[src/rtl/lfsr_sequence_generator.sv]
// Serial test-pattern source: Fibonacci LFSR or rotating pattern with
// seed load, zero-state recovery and sequence period measurement.
module lfsr_sequence_generator #(
    parameter int unsigned      WIDTH = 4,
    parameter logic [WIDTH-1:0] TAPS  = 4'b1100,
    parameter logic [WIDTH-1:0] SEED  = 4'b1000
) (
    input  logic             clk,
    input  logic             reset_n,
    input  logic             en,
    input  logic             load,
    input  logic [WIDTH-1:0] load_val,
    input  logic             mode,
    output logic             seq,
    output logic [WIDTH-1:0] state,
    output logic             period_done,
    output logic [WIDTH-1:0] period_len,
    output logic             lockup
);

    logic [WIDTH-1:0] state_q, state_d;
    logic [WIDTH-1:0] start_q, start_d;
    logic [WIDTH-1:0] cnt_q, cnt_d;
    logic [WIDTH-1:0] len_q, len_d;
    logic             mode_q, mode_d;
    logic             done_q, done_d;
    logic             lock_q, lock_d;

    logic [WIDTH-1:0] nxt;
    logic             fb;

    always_comb begin
        fb = ^(state_q & TAPS);
        // mode equals mode_q whenever a step is actually taken
        if (mode) begin
            nxt = {state_q[WIDTH-2:0], state_q[WIDTH-1]};
        end else begin
            nxt = {state_q[WIDTH-2:0], fb};
        end
    end

    always_comb begin
        state_d = state_q;
        start_d = start_q;
        cnt_d   = cnt_q;
        len_d   = len_q;
        mode_d  = mode_q;
        done_d  = 1'b0;
        lock_d  = 1'b0;

        if (load) begin
            mode_d  = mode;
            cnt_d   = '0;
            if (!mode && load_val == '0) begin
                state_d = SEED;
                start_d = SEED;
                lock_d  = 1'b1;
            end else begin
                state_d = load_val;
                start_d = load_val;
            end
        end else if (mode != mode_q) begin
            mode_d  = mode;
            start_d = state_q;
            cnt_d   = '0;
        end else if (en && !mode && state_q == '0) begin
            state_d = SEED;
            start_d = SEED;
            cnt_d   = '0;
            lock_d  = 1'b1;
        end else if (en) begin
            state_d = nxt;
            if (nxt == start_q) begin
                done_d = 1'b1;
                len_d  = cnt_q + WIDTH'(1);
                cnt_d  = '0;
            end else begin
                cnt_d  = cnt_q + WIDTH'(1);
            end
        end
    end

    always_ff @(posedge clk or negedge reset_n) begin
        if (!reset_n) begin
            state_q <= SEED;
            start_q <= SEED;
            cnt_q   <= '0;
            len_q   <= '0;
            mode_q  <= 1'b0;
            done_q  <= 1'b0;
            lock_q  <= 1'b0;
        end else begin
            state_q <= state_d;
            start_q <= start_d;
            cnt_q   <= cnt_d;
            len_q   <= len_d;
            mode_q  <= mode_d;
            done_q  <= done_d;
            lock_q  <= lock_d;
        end
    end

    assign seq         = state_q[WIDTH-1];
    assign state       = state_q;
    assign period_done = done_q;
    assign period_len  = len_q;
    assign lockup      = lock_q;

endmodule

[config.mk]
export PLATFORM = sky130hd
export DESIGN_NAME = lfsr_sequence_generator
export DESIGN_NICKNAME = d
export VERILOG_FILES = /design/src/rtl/lfsr_sequence_generator.sv
export SDC_FILE = /design/constraint.sdc
export NUM_CORES = 1
export LEC_CHECK = 0
export ABC_CLOCK_PERIOD_IN_PS = 2100
export BUFFER_PORTS_ARGS = -buffer_cell sky130_fd_sc_hd__clkbuf_2
export CAP_MARGIN = 20
export CORE_MARGIN = 5
export CORE_UTILIZATION = 35
export CTS_CLUSTER_DIAMETER = 200
export DETAILED_ROUTE_END_ITERATION = 8
export PLACE_DENSITY = 0.65
export SLEW_MARGIN = 20
export SYNTH_ARGS = -nofsm -noshare
export SYNTH_HDL_FRONTEND = slang
export SYNTH_SLANG_ARGS = --single-unit
[constraint.sdc]
create_clock -name clk -period 2.1 [get_ports clk]
set_input_delay 0 -clock clk [delete_from_list [all_inputs] [get_ports clk]]
set_output_delay 0 -clock clk [all_outputs]
set_load 0.01 [all_outputs]
==> run metrics <==
Starting DRT DRC Count=9; CP max stage delay=550 ps; n_diodes=0; post-detail-place hpwl=1.55 mm; WP data required=2290 ps; Peak VDD IR=0.554 mV; RSZ-0062 raised after global routing=no; clk slew on worst S/H paths=100 ps; io pins=20; Most Crowded Layer GR=met2; GR Layer Usage met2=between 10% and 20%; CTS tree=done; Longest Clk Path Bufs=2; largest cells by area after synthesis=dfrtp_1, dfstp_2, mux2i_1; multi-input logic area=485 µm²; GRT Overall Usage=10.2%; post-synthesis area per instance=10.5 µm²; Worst Skew=about 3.9 ps; Bufs and invs on worst path=1; floorplan row count=19; CTS buffer count=3; gp weighted congestion=0.758; kind of critical path=register to register; max-cap viol count=0; fin crit share=94.3%; Storage cell area=478 µm²; First-pass DRT Iterations=4; Tmin final=1980 ps; initial antenna violation count=0; critical path, cell by cell=inv_2 > ha_1 > and4bb_4 > o41ai_4 > nor3b_4 > mux2_4; Die Y=63.5 µm; crit path launch type=register; Setup crit end kind=register; status=finished clean; Final ANT Viol Nets=0; Die X=roughly 64 µm; root buffer cell=clkbuf_4; DR WL/cell=13.0 µm; die area=4030 µm²; drt total wl=between 2 and 2.5 mm; Netlist cell types=30; final setup TNS=0 ps; CTS sink cnt=19; Final Hold Viols=0; initial core utilization=36.3%; synth warn=0; share of the synthesized area in the top cell type=42.4%; Pwr Density=656 nW/µm²; Fin Hold WS=around 97 ps; Slew headroom=68.0%; area leader, netlist=dfrtp_1; Overall Power=820 µW; # port buffers=19; fraction of layout cells with a size suffix above 1=29.6%; M1 GR Usage=between 10% and 20%; GR Overflow Total=0; post-detailed-route DRC marker count=0; Pins Over Slew Limit=0; Setup violations, final=0; core area=2760 µm²; worst-margin pin slew=480 ps; CP Max Fanout=4; first-pass GRT wire length=3.31 mm; Post-synth EDFFs=0; number of global-route vias before repair=between 700 and 800; fillers=273; met3 Use GR=4.09%; worst skew pair latency=290 ps; Post-synth top flop=dfrtp_1; largest net degree at the start of global routing=20; Hold Path Class=input port to register; via/cell ratio=about 5.1; asr flop ratio synth=100%; Final Net Count=137; number of synthesized register bits=19; sequential cell area fraction in the yosys report=47.7%; Area Growth Syn to Fin=24.8%; Post-Synthesis Cell Area=1000 µm²; WP data arrival=2170 ps; H-tree levels=1; Leak=0.000595 µW; fmax=roughly 0.51 GHz; cell family contributing the most delay on the critical path=flip-flops; Syn Nets=between 100 and 150; Post-Synthesis Cells=95; via count=790; slowest cell on the critical path=dfstp_2
-- area by class of cell --
| type | count | share of cell area [%] |
|---|---|---|
| multi-input cells | 64 | 38.8 |
| flip-flops and latches | 19 | 38.2 |
| well taps | 31 | 3.10 |
| repair buffers | 30 | 15.4 |
| clock buffers | 4 | 2.10 |
| inverters | 8 | 2.40 |
-- power by group --
group / switching, µW / internal [µW] / total [µW]
combinational: 108 / 96.4 / 204
sequential: 29.7 / 405 / 434
clock: 108 / 73.9 / 182
-- flip-flops by register name (all words and copies together) (netlist names) --
signal / count
cnt_q: 4
mode_q: 1
period_done: 1
lockup: 1
period_len: 4
start_q: 4
state: 4
-- layout by cell type, fill, tap and decap left out, types with 2 or more instances in the layout --
cell	instances
clkbuf_2	19
nor2_1	6
xnor2_1	4
nor3_1	3
a221oi_1	3
nand3_1	2
ha_1	2
o21ai_0	10
dfrtp_1	17
buf_4	5
xor2_1	3
dfstp_2	2
mux2i_1	4
clkbuf_4	3
a21oi_1	4
dlygate4sd3_1	6
nand2_1	7
inv_1	7
mux2_4	2
-- worst min-delay path: stages --
cell and delay [ps]:
clkbuf_2 130, nor3_1 100, nand2_1 70, o21ai_0 60
-- cell families (layout without fill, tap and decap cells) --
group                      after synthesis  count (layout)  share of synthesized area [%]
DFF                                     19              19                           47.7
and+or+nand+nor                         26              26                           15.0
adders and majority gates                2               2                           2.50
buffers and inverters                   12              42                           4.99
xor gates and xnor gates                 8               8                           6.99
AOI/OAI and AO/OA                       21              21                           14.9
muxes                                    7               7                           7.99
-- routing by layer --
metal | part of all wire (%) | vias to the layer above | wire, µm
met4 | 0 | 0 | 0
met5 | 0 | - | 0
met1 | 45 | 378 | 904
li1 | - | 394 | -
met3 | 5.6 | 0 | 113
met2 | 50 | 18 | 1000
-- cell usage after synthesis, types with 2 or more instances --
cell	n
a21oi_1	4
a221oi_1	3
clkbuf_1	2
dfrtp_1	17
dfstp_2	2
ha_1	2
inv_1	8
mux2_4	2
mux2i_1	5
nand2_1	7
nand3_1	2
nor2_1	6
nor3_1	3
o21ai_0	10
xnor2_1	5
xor2_1	3
-- timing repair --
action / CTS / global route
resized for setup: 0 / 2
pin swaps: 1 / 1
setup endpoints to repair: 2 / 4
hold endpoints to repair: 28 / 0
hold buffers: 6 / 0
buffers inserted: 0 / 1
-- path summary, 6_finish.rpt --
check | startpoint | depth (start not counted) | endpoint | slack [ps]
max | state[3]$_DFFE_PN1P_ | 6 | period_len[2]$_DFFE_PN0P_ | 120
max reg2reg | state[3]$_DFFE_PN1P_ | 6 | period_len[2]$_DFFE_PN0P_ | 120
max in group asynchronous | reset_n | 2 | start_q[3]$_DFFE_PN1P_ | 1550
min in group asynchronous | reset_n | 2 | period_len[0]$_DFFE_PN0P_ | 200
min | en | 4 | cnt_q[0]$_DFFE_PN0P_ | 100
min reg2reg | period_len[1]$_DFFE_PN0P_ | 1 | period_len[1]$_DFFE_PN0P_ | 530
-- metrics by stage --
stage	instance area [µm²]	utilization, %	setup slack, ps	cells
2_1_floorplan	1000	-	2.47	95
3_3_place_gp	1150	41.6	70.9	145
3_5_place_dp	1150	41.6	5.77	145
4_1_cts	1230	44.7	68.6	155
5_1_grt	1250	45.4	8.42	156
6_report	1250	45.4	121	156
No activity file was read; power rests on OpenSTA's default activity.
